==> src/rtl/cspc_context_scheduler.sv <==
// Round-robin context scheduler for a shared pipelined core: picks one eligible
// context per cycle, tracks its word through the core and steers the result back out.
module cspc_context_scheduler #(
    parameter  int NUM_PORTS    = 4,
    parameter  int PIPE_LATENCY = 3,
    localparam int SELECT_WIDTH = $clog2(NUM_PORTS)
) (
    input  logic                    clk,
    input  logic                    rst,
    input  logic                    enable,
    input  logic [0:NUM_PORTS-1]    avail_inarray,
    input  logic [0:NUM_PORTS-1]    ready_outarray,
    output logic [SELECT_WIDTH-1:0] mux_addr,
    output logic                    mux_ready_in,
    output logic [SELECT_WIDTH-1:0] demux_addr,
    output logic                    demux_avail_out,
    output logic [0:NUM_PORTS-1]    inflight,
    output logic                    busy,
    output logic [15:0]             issue_count
);

    typedef enum logic [1:0] {IDLE, RUN, DRAIN} state_t;

    state_t                  state_reg;
    state_t                  state_next;
    logic [SELECT_WIDTH-1:0] last_grant_reg;
    logic [0:NUM_PORTS-1]    inflight_reg;
    logic [15:0]             count_reg;
    logic [PIPE_LATENCY-1:0] pipe_valid_reg;
    logic [SELECT_WIDTH-1:0] pipe_addr_reg [PIPE_LATENCY];

    logic [0:NUM_PORTS-1]    clear_hit;
    logic [0:NUM_PORTS-1]    eligible;
    logic [SELECT_WIDTH-1:0] grant;
    logic [SELECT_WIDTH-1:0] cand;
    logic                    any_eligible;
    logic                    issue;
    logic                    out_valid;
    logic [SELECT_WIDTH-1:0] out_addr;

    assign out_valid = pipe_valid_reg[PIPE_LATENCY-1];
    assign out_addr  = pipe_addr_reg[PIPE_LATENCY-1];

    // A context whose result leaves the core this cycle counts as free, so it
    // can be re-issued on the same edge that clears its inflight bit.
    generate
        for (genvar gi = 0; gi < NUM_PORTS; gi++) begin : g_port
            assign clear_hit[gi] = out_valid && (out_addr == SELECT_WIDTH'(gi));
            assign eligible[gi]  = avail_inarray[gi] && ready_outarray[gi]
                                   && !(inflight_reg[gi] && !clear_hit[gi]);

            always_ff @(posedge clk or posedge rst) begin
                if (rst) begin
                    inflight_reg[gi] <= 1'b0;
                end else if (issue && grant == SELECT_WIDTH'(gi)) begin
                    inflight_reg[gi] <= 1'b1;
                end else if (clear_hit[gi]) begin
                    inflight_reg[gi] <= 1'b0;
                end
            end
        end
    endgenerate

    // Scan from the farthest offset down so the nearest eligible context after
    // last_grant is the one that sticks.
    always_comb begin
        grant        = last_grant_reg;
        cand         = '0;
        any_eligible = 1'b0;
        for (int k = NUM_PORTS; k >= 1; k--) begin
            cand = SELECT_WIDTH'((int'(last_grant_reg) + k) % NUM_PORTS);
            if (eligible[cand]) begin
                grant        = cand;
                any_eligible = 1'b1;
            end
        end
    end

    assign issue = (state_reg == RUN) && any_eligible;

    generate
        for (genvar gi = 0; gi < PIPE_LATENCY; gi++) begin : g_pipe
            always_ff @(posedge clk or posedge rst) begin
                if (rst) begin
                    pipe_valid_reg[gi] <= 1'b0;
                    pipe_addr_reg[gi]  <= '0;
                end else if (gi == 0) begin
                    pipe_valid_reg[gi] <= issue;
                    pipe_addr_reg[gi]  <= issue ? grant : '0;
                end else begin
                    pipe_valid_reg[gi] <= pipe_valid_reg[gi-1];
                    pipe_addr_reg[gi]  <= pipe_addr_reg[gi-1];
                end
            end
        end
    endgenerate

    always_ff @(posedge clk or posedge rst) begin
        if (rst) begin
            state_reg      <= IDLE;
            last_grant_reg <= SELECT_WIDTH'(NUM_PORTS - 1);
            count_reg      <= '0;
        end else begin
            state_reg <= state_next;
            if (issue) begin
                last_grant_reg <= grant;
                count_reg      <= count_reg + 16'd1;
            end
        end
    end

    always_comb begin
        state_next = state_reg;
        case (state_reg)
            IDLE:    if (enable) state_next = RUN;
            RUN:     if (!enable) state_next = DRAIN;
            DRAIN: begin
                if (enable) begin
                    state_next = RUN;
                end else if (pipe_valid_reg == '0 && inflight_reg == '0) begin
                    state_next = IDLE;
                end
            end
            default: state_next = IDLE;
        endcase
    end

    // Outputs are forced low for the whole reset pulse, including mux_addr,
    // which would otherwise show last_grant's reset value.
    always_comb begin
        mux_ready_in    = 1'b0;
        mux_addr        = '0;
        demux_avail_out = 1'b0;
        demux_addr      = '0;
        inflight        = '0;
        busy            = 1'b0;
        issue_count     = '0;
        if (!rst) begin
            mux_ready_in    = issue;
            mux_addr        = issue ? grant : last_grant_reg;
            demux_avail_out = out_valid;
            demux_addr      = out_valid ? out_addr : '0;
            inflight        = inflight_reg;
            busy            = (state_reg != IDLE) || (inflight_reg != '0);
            issue_count     = count_reg;
        end
    end

endmodule

==> config.mk <==
export PLATFORM = sky130hd
export DESIGN_NAME = cspc_context_scheduler
export DESIGN_NICKNAME = d
export VERILOG_FILES = /design/src/rtl/cspc_context_scheduler.sv
export SDC_FILE = /design/constraint.sdc
export NUM_CORES = 1
export LEC_CHECK = 0
export ABC_AREA = 1
export BUFFER_PORTS_ARGS = -buffer_cell sky130_fd_sc_hd__buf_2
export CORE_ASPECT_RATIO = 1.75
export CORE_MARGIN = 2
export CORE_UTILIZATION = 58
export DETAILED_ROUTE_END_ITERATION = 8
export PLACE_DENSITY = 0.84
export SLEW_MARGIN = 20
export SYNTH_ARGS = -nofsm -noshare
export SYNTH_HDL_FRONTEND = slang
export SYNTH_SLANG_ARGS = --single-unit
==> constraint.sdc <==
create_clock -name clk -period 3.9 [get_ports clk]
set_clock_uncertainty 0.05 [all_clocks]
set_input_delay 0.585 -clock clk [delete_from_list [all_inputs] [get_ports clk]]
set_output_delay 0.585 -clock clk [all_outputs]
set_load 0.005 [all_outputs]
# Yosys cells after proc, flatten, opt, wreduce, memory -nomap -nowiden
# Cells that the tools add are included.
# word_totals
input_bits	11
regBits	33
word_cells	123
# classes
mux	43
n_reduce_logical	43
n_eq_ne	11
bitwise	4
add_sub_neg	5
magnitude_cmp	4
# ops
op	count
2-bit two-way mux	13
1-bit two-way mux	23
1-bit logical AND	22
16-bit by 1-bit adder with 16-bit output, second input constant	1
16-bit two-way mux	1
3-bit >= comparator, second input constant	4
2-bit NOT with 3-bit output	4
2-bit equality test, second input constant	5
2-bit nonzero test	5
1-bit binary-select mux with 2-bit select	4
1-bit zero test	8
2-bit by 1-bit equality test with 1-bit output, second input constant	3
2-bit zero test	3
2-bit case mux with 3 select lines	1
2-bit by 1-bit adder with 2-bit output, second input constant	2
2-bit adder, second input constant	2
4-bit zero test	1
4-bit two-way mux	1
2-bit != test, second input constant	2
4-bit nonzero test	1
3-bit zero test	1
3-bit != test, second input constant	1
3-bit AND reduction	1
1-bit logical OR	1

# Longest topological paths before layout
# logic_depth
depth_word	16
mapped_depth	15

# Least setup slack after synthesis
# Ideal clock, no wire load.
# synth_path
kind	input -> output
from	input rst
to	output busy
arrival_ns	1.678
required_time_ns	3.265
path_stages	4
path_buffers	1
path_slack_ns	1.587
path_cell_list	clkbuf_1 -> inv_1 -> nand2_1 -> inv_1
# synth_via
elab_chain_cells	1
# synth_lines
item	line_no	source
from (decl)	9	input logic rst,
1-bit two-way mux	138	if (!rst) begin
to (decl)	18	output logic busy,
# Every way passes these cells.

# Worst setup path after layout
# layout_path
from	register last_grant_reg[0]
to	output mux_addr[0]
# layout_via
elab_chain_cells	12
word_cells_on_any_way	31
# layout_lines
item	line_no	source
from (decl)	26	logic [SELECT_WIDTH-1:0] last_grant_reg;
from (signal assigned)	101	last_grant_reg <= SELECT_WIDTH'(NUM_PORTS - 1);
from (signal assigned)	106	last_grant_reg <= grant;
2-bit by 1-bit adder with 2-bit output	71	cand = SELECT_WIDTH'((int'(last_grant_reg) + k) % NUM_PORTS);
2-bit NOT with 3-bit output (implied by the code)	72	if (eligible[cand]) begin
1-bit binary-select mux with 2-bit select	72	
1-bit two-way mux (implied by the code) (2 in a row)	72	
1-bit two-way mux (3 in a row)	72	
1-bit two-way mux *	72	
1-bit logical AND *	79	assign issue = (state_reg == RUN) && any_eligible;
via issue	37	logic issue;
2-bit two-way mux *	n/a	
2-bit two-way mux *	138	
to (decl)	13	output logic [SELECT_WIDTH-1:0] mux_addr,
# Mark *: on every way through the listed nets, which the timed path passes. The rest lies on a longest branch. The select of a mux whose other input is x is not followed.

==> impl_metrics.csv <==
group,metric,value,unit
global_routing,antenna_found_initial,0,
clocking,clockRootBuffer,"clkbuf_8",
die,core,0.00296,mm^2
place,pre_cts_ws,1.13,ns
finish,final_common_cell,"nand2_1",
hold_path,hp-class,"flop to flop",
global_routing,track_usage,24.8,%
place,dp_hpwl,2900,um
die,start_util,61.2,%
worst_setup_path,reg2reg_to,"inflight_reg[2]",
synthesis,syn_nets,246,
detailed_routing,vias,1582,
sta,fmax,324,MHz
worst_setup_path,cp.required,3.26,ns
worst_setup_path,r2r_slack,1.68,ns
place,dp.cells,309,
power_and_ir_drop,seq_power_share,48.9,%
synthesis,synth_area_per_cell,7.74,um^2
die,die-area,0.00360,mm^2
worst_setup_path,critPathMaxFanout,12,
job,cap_violations,0,
synthesis,yosys.area.top_type,"dfrtp_1",
die,die_h,77.9,um
synthesis,netlist_instances,234,
global_routing,grt_pass1_wl,6460,um
detailed_routing,antenna_left,0,
sta,slew_headroom,59.7,%
finish,drive_gt1_share,22.9,%
place,gp_congestion,0.846,
sta,hold_violations,0,
worst_setup_path,end_kind,"output port",
sta,rsz0062_at_grt,"no",
power_and_ir_drop,comb_power_share,4.7,%
place,post_dp_cell_area,0.00202,mm^2
global_routing,grt_max_degree,35,
status,outcome,"completed",
clocking,h-tree-depth,2,
detailed_routing,drc,0,
worst_setup_path,cp-start-kind,"flop",
hold_path,hp-start,"pipe_addr_reg[3]",
power_and_ir_drop,p_sw_share,20.1,%
power_and_ir_drop,p_per_area,330,mW/mm^2
synthesis,synth_area_leaders,"dfrtp_1 (43%), nand2_1 (10%), inv_1 (9.1%)",
hold_path,whs_path_depth,0,
synthesis,yosysUniqueCellTypes,27,
finish,antenna_cells,0,
sta,period_share,79.0,%
global_routing,grt_pass1_vias,1557,
sta,worst_slew_pin_slew,0.599,ns
finish,final_cells,317,
finish,area_delta_synth_final,18.1,%
finish,largest_register_ffs,16,
synthesis,yosysTopAreaCellShare,42.8,%
detailed_routing,dr.pass1.iters,5,
die,fp.dieW,46.2,um
synthesis,ys_ff_latch,33,
worst_setup_path,worst_r2r_path_depth,11,
power_and_ir_drop,switchingPower,0.000142,W
clocking,clk_pin_slew,0.07,ns
place,port_buffers,37,
clocking,cts_resized,0,
detailed_routing,wire_per_inst,12.3,um
sta,final-setup-viol-count,0,
synthesis,ys_seq_area_share,45.7,%
detailed_routing,drt_iter0_markers,45,
worst_setup_path,worstPathArrival,2.45,ns
worst_setup_path,critPathKind,"flop to output port",
clocking,clock_path_buffers,2,
clocking,cts_sinks,33,
sta,setup_slack,0.818,ns
clocking,cts_tree,"done",
clocking,clk_latency,0.28,ns
clocking,cts_hold_buf,0,
clocking,post-cts-setup-buffers,0,
global_routing,grt_overflow,0,
synthesis,yosysWarnings,0,
finish,final_cell_mix,"nand2_1 (48), inv_1 (44), buf_2 (37), nor2_1 (34), dfrtp_1 (31)",
sta,slew_viol_final,0,
finish,final_nets,286,
die,ios,38,
die,row_count,26,
finish,fin_util,72.2,%
detailed_routing,viasPerCell,4.99,
power_and_ir_drop,intPower,0.000565,W
power_and_ir_drop,power.leakage,1.26,nW
power_and_ir_drop,ir_worst_vdd,0.313,mV
hold_path,whs_endpoint,"out_addr[1]",
synthesis,netlist_area,0.00181,mm^2
clocking,cts_made_buffers,5,
detailed_routing,finalWirelength,3890,um
finish,fin_area,0.00214,mm^2
worst_setup_path,reg2reg_from,"last_grant_reg[0]",
power_and_ir_drop,pwr-share-clk,46.4,%
sta,setup_tns,0,ns
sta,period_minus_slack,3.08,ns
## layer usage
metal | vias to the layer above | part of all wire [%] | GRT usage [%]
li1 | 794 | - | -
met1 | 715 | 38 | 27.4
met2 | 57 | 53 | 40.6
met3 | 16 | 4.2 | 5.12
met4 | 0 | 5.0 | 15.7
met5 | - | 0 | 0
## Yosys cell counts, drive strengths merged
cell     number
clkinv        1
inv          44
nand2        54
or4           1
ha            1
o21ai         8
buf           3
a31oi         1
dfrtp        31
xnor2         1
a2111oi       1
nor4          2
dfstp         2
nor2         38
nor3          8
a21oi         2
clkbuf        2
xor2         12
nand3        22
## area by class of cell
cell class,count,area (um^2)
clock inverter,1,30.0
inverter,45,169
timing repair buffer,38,193
sequential,33,828
fill,258,822
tap,42,52.6
multi-input combinational,151,779
clock buffer,7,86.3
## worst max-delay path, stage by stage, from the launching register on
cell and delay (ns):
dfstp_2 0.63, inv_1 0.15, nand3_1 0.12, nand2_1 0.08, nor2_1 0.10, nand2_1 0.07
nand2_2 0.27, clkinv_1 0.29, nand3_1 0.23, a21oi_1 0.08, buf_2 0.15
## stage by stage
stage	total power [W]	hold slack, ns
2_1_floorplan	0.000370	0.281
3_3_place_gp	0.000385	0.283
3_5_place_dp	0.000386	0.287
4_1_cts	0.000712	0.303
5_1_grt	0.000729	0.311
6_report	0.000706	0.301
## logic make-up (layout without fill, tap and decap cells)
kind of cell / Yosys count / count (layout) / share of synthesized area, %
buffers and inverters: 50 / 91 / 11.2
AND/OR/NAND/NOR: 125 / 125 / 32.5
adder cells (fa/ha/maj): 1 / 1 / 0.691
XOR/XNOR: 13 / 13 / 6.29
flip-flops: 33 / 33 / 45.7
AO/OA/AOI/OAI: 12 / 12 / 3.59
## power groups by stage
stage	combinational [W]	clock (W)	sequential (W)
after global routing	0.0000377	0.000346	0.000345
after detailed placement	0.0000338	0	0.000352
after global placement	0.0000331	0	0.000352
after CTS	0.0000340	0.000332	0.000345
after floorplan	0.0000187	0	0.000352
final	0.0000331	0.000328	0.000345
## how the worst max path moves through the flow
stage / from / to / slack (ns) / depth (start not counted)
3_5_place_dp: avail_inarray[2] / mux_addr[0] / 1.13 / 12
6_report: last_grant_reg[0] / mux_addr[0] / 0.82 / 10
5_1_grt: last_grant_reg[0] / mux_addr[0] / 0.61 / 10
2_1_floorplan: rst / busy / 1.59 / 4
4_1_cts: last_grant_reg[0] / mux_addr[0] / 0.83 / 10
3_3_place_gp: avail_inarray[0] / mux_addr[0] / 1.19 / 12
No activity file was read; power rests on OpenSTA's default activity.
